[src/rtl/sram_async_ctrl.sv]
// Valid/ready front end for a 1Mx8 asynchronous SRAM: sequences CE#/OE#/WE#
// and a split tristate data bus from registered outputs, one transaction at a time.
module sram_async_ctrl #(
  parameter int unsigned ABITS   = 20,
  parameter int unsigned DBITS   = 8,
  parameter int unsigned RD_WAIT = 2,
  parameter int unsigned WR_WAIT = 2
) (
  input  logic             i_clk,
  input  logic             i_rst,
  input  logic             i_req_valid,
  output logic             o_req_ready,
  input  logic             i_req_we,
  input  logic [ABITS-1:0] i_req_addr,
  input  logic [DBITS-1:0] i_req_wdata,
  output logic             o_rsp_valid,
  output logic [DBITS-1:0] o_rsp_rdata,
  output logic [ABITS-1:0] o_sram_addr,
  output logic             o_sram_ce_n,
  output logic             o_sram_oe_n,
  output logic             o_sram_we_n,
  output logic [DBITS-1:0] o_sram_dq_out,
  output logic             o_sram_dq_oe,
  input  logic [DBITS-1:0] i_sram_dq_in
);

  localparam int unsigned MAX_WAIT = (RD_WAIT > WR_WAIT) ? RD_WAIT : WR_WAIT;
  localparam int unsigned CW       = $clog2(MAX_WAIT + 1);
  localparam logic [CW-1:0] RD_LOAD = CW'(RD_WAIT - 1);
  localparam logic [CW-1:0] WR_LOAD = CW'(WR_WAIT - 1);

  typedef enum logic [2:0] {
    IDLE,
    RD_ACT,
    WR_SETUP,
    WR_PULSE,
    WR_HOLD
  } state_t;

  state_t        state;
  logic [CW-1:0] wait_cnt;

  // The address and write data registers are the pin registers themselves, so
  // they cannot move while a strobe is active.
  always_ff @(posedge i_clk or posedge i_rst) begin
    if (i_rst) begin
      state         <= IDLE;
      wait_cnt      <= '0;
      o_req_ready   <= 1'b0;
      o_rsp_valid   <= 1'b0;
      o_rsp_rdata   <= '0;
      o_sram_addr   <= '0;
      o_sram_ce_n   <= 1'b1;
      o_sram_oe_n   <= 1'b1;
      o_sram_we_n   <= 1'b1;
      o_sram_dq_out <= '0;
      o_sram_dq_oe  <= 1'b0;
    end else begin
      o_rsp_valid <= 1'b0;
      case (state)
        IDLE: begin
          o_req_ready <= 1'b1;
          if (i_req_valid && o_req_ready) begin
            o_req_ready <= 1'b0;
            o_sram_addr <= i_req_addr;
            o_sram_ce_n <= 1'b0;
            if (i_req_we) begin
              state         <= WR_SETUP;
              o_sram_dq_out <= i_req_wdata;
              o_sram_dq_oe  <= 1'b1;
            end else begin
              state       <= RD_ACT;
              o_sram_oe_n <= 1'b0;
              wait_cnt    <= RD_LOAD;
            end
          end
        end
        RD_ACT: begin
          if (wait_cnt == '0) begin
            state       <= IDLE;
            o_rsp_rdata <= i_sram_dq_in;
            o_rsp_valid <= 1'b1;
            o_req_ready <= 1'b1;
            o_sram_ce_n <= 1'b1;
            o_sram_oe_n <= 1'b1;
          end else begin
            wait_cnt <= wait_cnt - CW'(1);
          end
        end
        WR_SETUP: begin
          state       <= WR_PULSE;
          o_sram_we_n <= 1'b0;
          wait_cnt    <= WR_LOAD;
        end
        WR_PULSE: begin
          if (wait_cnt == '0) begin
            state       <= WR_HOLD;
            o_sram_we_n <= 1'b1;
          end else begin
            wait_cnt <= wait_cnt - CW'(1);
          end
        end
        WR_HOLD: begin
          state        <= IDLE;
          o_sram_ce_n  <= 1'b1;
          o_sram_dq_oe <= 1'b0;
          o_rsp_valid  <= 1'b1;
          o_req_ready  <= 1'b1;
        end
        default: state <= IDLE;
      endcase
    end
  end

endmodule

[config.mk]
export PLATFORM = sky130hd
export DESIGN_NAME = sram_async_ctrl
export DESIGN_NICKNAME = d
export VERILOG_FILES = /design/src/rtl/sram_async_ctrl.sv
export SDC_FILE = /design/constraint.sdc
export NUM_CORES = 1
export LEC_CHECK = 0
export ABC_AREA = 1
export CAP_MARGIN = 30
export CORE_MARGIN = 8
export CORE_UTILIZATION = 44
export CTS_BUF_LIST = sky130_fd_sc_hd__clkbuf_4 sky130_fd_sc_hd__clkbuf_8
export CTS_CLUSTER_DIAMETER = 80
export DETAILED_ROUTE_END_ITERATION = 6
export PLACE_DENSITY = 0.93
export SLEW_MARGIN = 0
export SYNTH_ARGS = -nofsm -noshare
export SYNTH_HDL_FRONTEND = slang
export SYNTH_SLANG_ARGS = --single-unit
[constraint.sdc]
create_clock -name i_clk -period 1.55 [get_ports i_clk]
set_input_delay 0.31 -clock i_clk [delete_from_list [all_inputs] [get_ports i_clk]]
set_output_delay 0.31 -clock i_clk [all_outputs]
set_load 0.01 [all_outputs]
==> impl_metrics.xml <==
<?xml version="1.0" encoding="UTF-8"?>
<metrics>
  <group name="setup_path">
    <metric name="start_kind" unit="">flip-flop</metric>
    <metric name="crit_arrival" unit="ps">1200</metric>
    <metric name="setup.worst_path.end_class" unit="">primary output</metric>
    <metric name="cp.buffers_inverters" unit="">1</metric>
    <metric name="cpPeakStageDelay" unit="ps">540</metric>
    <metric name="cp_data_required_time" unit="ps">1240</metric>
    <metric name="crit_path_max_fanout" unit="">2</metric>
    <metric name="critical-path-slowest-cell" unit="">sky130_fd_sc_hd__clkdlybuf4s50_1</metric>
    <metric name="rr_startpoint" unit="">state[2]$_DFFE_PP0P_</metric>
    <metric name="rr_endpoint" unit="">o_rsp_rdata[3]$_DFFE_PP0P_</metric>
    <metric name="timing.setup.critical_path_class" unit="">flip-flop to primary output</metric>
    <metric name="worst_path_dominant_cell_family" unit="">buffers and inverters</metric>
    <metric name="ff2ff_setup_slack" unit="ps">170</metric>
    <metric name="worstPathCellList" unit="">clkdlybuf4s50_1</metric>
    <metric name="rr_worst_depth" unit="">5</metric>
  </group>
  <group name="floorplan">
    <metric name="design.portCount" unit="">82</metric>
    <metric name="die_area" unit="mm2">0.00684</metric>
    <metric name="core_area" unit="mm2">0.00432</metric>
    <metric name="initial_utilization" unit="%">45.3</metric>
    <metric name="site_row_count" unit="">24</metric>
    <metric name="die_height" unit="um">82.7</metric>
    <metric name="die_width" unit="um">82.7</metric>
  </group>
  <group name="logic_synthesis">
    <metric name="async_set_or_reset_flop_fraction_in_the_synthesized_netlist" unit="%">100</metric>
    <metric name="synth_sequential_area_ratio" unit="%">60.2</metric>
    <metric name="post_synth_main_area_contributors" unit="">sky130_fd_sc_hd__dfrtp_1, sky130_fd_sc_hd__nand2_1, sky130_fd_sc_hd__dfstp_2</metric>
    <metric name="synth.most_common_cell" unit="">sky130_fd_sc_hd__nand2_1</metric>
    <metric name="synth.net_count" unit="">259</metric>
    <metric name="most_frequent_cells_after_synthesis" unit="">sky130_fd_sc_hd__nand2_1, sky130_fd_sc_hd__dfrtp_1, sky130_fd_sc_hd__nand3_1</metric>
    <metric name="synth-seq-cells" unit="">47</metric>
    <metric name="syn_area_per_cell" unit="um2">8.99</metric>
    <metric name="synth-warning-count" unit="">0</metric>
    <metric name="netlist_instances" unit="">218</metric>
    <metric name="share_of_the_synthesized_area_in_the_top_cell_type" unit="%">56.2</metric>
    <metric name="synth_edf_count" unit="">0</metric>
    <metric name="post_synth_instance_area" unit="mm2">0.00196</metric>
    <metric name="synth_top_area_cell" unit="">sky130_fd_sc_hd__dfrtp_1</metric>
    <metric name="post_synth_num_cell_types" unit="">22</metric>
    <metric name="dominantRegCellSynth" unit="">sky130_fd_sc_hd__dfrtp_1</metric>
  </group>
  <group name="cells_and_area">
    <metric name="syn_to_final_growth" unit="%">56.8</metric>
    <metric name="finalNetCount" unit="">348</metric>
    <metric name="antenna_cells_inserted" unit="">0</metric>
    <metric name="layout.cell_area.non_filler" unit="mm2">0.00307</metric>
    <metric name="final_layout_size_suffix_gt1_share" unit="%">8.77</metric>
  </group>
  <group name="detailed_routing">
    <metric name="antenna_violating_nets_post_route" unit="">0</metric>
    <metric name="avgRoutedWirePerCell" unit="um">14.7</metric>
    <metric name="detailed_route_via_count" unit="">1733</metric>
    <metric name="viasPerCell" unit="">4.81</metric>
    <metric name="met2_wirelength" unit="um">2660</metric>
    <metric name="routed.top_layer" unit="">met4</metric>
    <metric name="wl_met3" unit="um">485</metric>
    <metric name="routed_wl" unit="um">5270</metric>
    <metric name="route.detailed.drc" unit="">0</metric>
    <metric name="drt_iter0_drc" unit="">46</metric>
    <metric name="route.layer.met1.wl" unit="um">2050</metric>
    <metric name="drt-pass1-iter-count" unit="">4</metric>
  </group>
  <group name="power">
    <metric name="vdd.ir_drop.worst" unit="mV">1.02</metric>
    <metric name="total_leakage_power" unit="nW">1.87</metric>
    <metric name="post-layout-total-power" unit="mW">5.81</metric>
    <metric name="cellPowerDensity" unit="mW/mm2">1890</metric>
  </group>
  <group name="clock_tree">
    <metric name="clockRootBuffer" unit="">sky130_fd_sc_hd__clkbuf_8</metric>
    <metric name="cts.reportedPaths.clkPinSlew" unit="ps">90</metric>
    <metric name="hold_buffers" unit="">0</metric>
    <metric name="tritoncts" unit="">done</metric>
    <metric name="cts_inserted_buffers" unit="">5</metric>
    <metric name="worstSkewPairLatency" unit="ps">300</metric>
    <metric name="ctsHtreeMaxLevel" unit="">2</metric>
    <metric name="cts_sinks" unit="">47</metric>
    <metric name="clockBufferDepth" unit="">2</metric>
  </group>
  <group name="worst_hold_path">
    <metric name="min-delay-path-class" unit="">input pin to async pin</metric>
  </group>
  <group name="job">
    <metric name="maxCapViolCount" unit="">0</metric>
  </group>
  <group name="grt">
    <metric name="grt_antenna_before_repair" unit="">0</metric>
    <metric name="grt_overflow" unit="">0</metric>
    <metric name="globalRouteTotalUtil" unit="%">16.0</metric>
    <metric name="grt_max_degree" unit="">23</metric>
    <metric name="grt_pass1_vias" unit="">1776</metric>
    <metric name="grt_first_pass_wirelength" unit="um">8330</metric>
  </group>
  <group name="placement">
    <metric name="place.port_buffers" unit="">81</metric>
    <metric name="globalplace.congestion" unit="">0.825</metric>
    <metric name="placed_inst_area" unit="mm2">0.00286</metric>
    <metric name="dpl.hpwl" unit="um">3960</metric>
  </group>
  <group name="timing">
    <metric name="layout_min_cycle_time" unit="ps">1510</metric>
    <metric name="maxSlewViolCount" unit="">0</metric>
    <metric name="setup-violations-final" unit="">0</metric>
    <metric name="timing.fmax" unit="MHz">664</metric>
    <metric name="final.setup_skew" unit="ps">8.84</metric>
    <metric name="relSlewSlack" unit="%">77.1</metric>
    <metric name="timing_worst_slew_pin_value" unit="ps">343</metric>
    <metric name="grt_setup_unrepaired" unit="">no</metric>
    <metric name="finalHoldViolCount" unit="">0</metric>
    <metric name="fin_crit_sh" unit="%">97.2</metric>
  </group>
  <group name="outcome">
    <metric name="outcome" unit="">finished clean</metric>
  </group>
</metrics>
==> worst max-delay path by stage <==
stage                                  end  slack, ps  depth (start not counted)                         start
6_report                  o_sram_dq_out[3]         40                          1  o_sram_dq_out[3]$_DFFE_PP0P_
5_1_grt                     o_sram_addr[5]          2                          1    o_sram_addr[5]$_DFFE_PP0P_
4_1_cts                    o_sram_addr[14]          3                          1   o_sram_addr[14]$_DFFE_PP0P_
3_5_place_dp   o_sram_addr[11]$_DFFE_PP0P_        -40                          6                   i_req_valid
3_3_place_gp   o_sram_addr[15]$_DFFE_PP0P_          4                          6                   i_req_valid
2_1_floorplan      o_req_ready$_DFFE_PP0P_        130                          1                         i_rst
==> report_power, final <==
group | switching, mW | internal [mW]
logic | 1.34 | 1.27
registers | 0.332 | 1.82
clock network | 0.409 | 0.643
==> area by class of cell <==
| class | instances | area, um2 |
|---|---|---|
| Inverter | 13 | 48.8 |
| Fill cell | 343 | 1250 |
| Timing Repair Buffer | 89 | 986 |
| Tap cell | 52 | 65.1 |
| Multi-Input combinational cell | 151 | 657 |
| Sequential cell | 47 | 1180 |
| Clock buffer | 5 | 68.8 |
| Clock inverter | 3 | 67.6 |
==> cells in the final DEF, fill, tap and decap left out, types with 4 or more instances in the layout <==
cell                              Yosys  final
sky130_fd_sc_hd__nand2_1            119    119
sky130_fd_sc_hd__clkbuf_8             0      5
sky130_fd_sc_hd__clkdlybuf4s50_1      0     46
sky130_fd_sc_hd__dlygate4sd2_1        0      6
sky130_fd_sc_hd__buf_4                2      4
sky130_fd_sc_hd__buf_12               1      4
sky130_fd_sc_hd__dfrtp_1             44     44
sky130_fd_sc_hd__inv_1               11     10
sky130_fd_sc_hd__dlymetal6s2s_1       0     29
sky130_fd_sc_hd__o21ai_0              4      4
sky130_fd_sc_hd__nor2_1               5      5
sky130_fd_sc_hd__nand3_1             12     12
==> metal layers <==
metal	vias to the layer above	global-route usage, %
met5	-	0
li1	847	-
met1	814	17.8
met3	9	6.28
met4	0	4.48
met2	63	27.5
==> metrics by stage <==
| stage | hold slack [ps] | setup slack [ps] | cells | TNS (ps) | util, % |
|---|---|---|---|---|---|
| detailed placement | 455 | -36.5 | 350 | -408 | 66.1 |
| global placement | 453 | 3.62 | 350 | 0 | 66.1 |
| CTS | 307 | 3.17 | 358 | 0 | 69.0 |
| finish | 292 | 43.1 | 360 | 0 | 71.1 |
| global route | 334 | 2.24 | 360 | 0 | 71.1 |
| floorplan | 420 | 129 | 218 | 0 | - |
==> logic make-up after synthesis <==
family                     Yosys count  synth area share, %
and+or+nand+nor                    144                 31.2
DFF                                 47                 60.2
buffers and inverters               20                 6.26
AOI/OAI and AO/OA                    6                 1.66
adders and majority gates            1                0.638
==> flip-flops by register name, summed over array words and instances, names as in the netlist <==
name	count
state	3
o_req_ready	1
wait_cnt	2
o_sram_oe_n	1
o_sram_dq_out	8
o_sram_we_n	1
o_rsp_rdata	8
o_rsp_valid	1
o_sram_addr	20
o_sram_dq_oe	1
o_sram_ce_n	1
==> timing repair <==
item / CTS / global route
gates cloned: 0 / 0
buffers inserted: 0 / 2
endpoints found under the hold margin: 0 / 0
pin swaps: 0 / 1
gates resized for setup: 6 / 29
setup endpoints to repair: 6 / 32
Note: power is estimated with default switching activity, not from simulation.
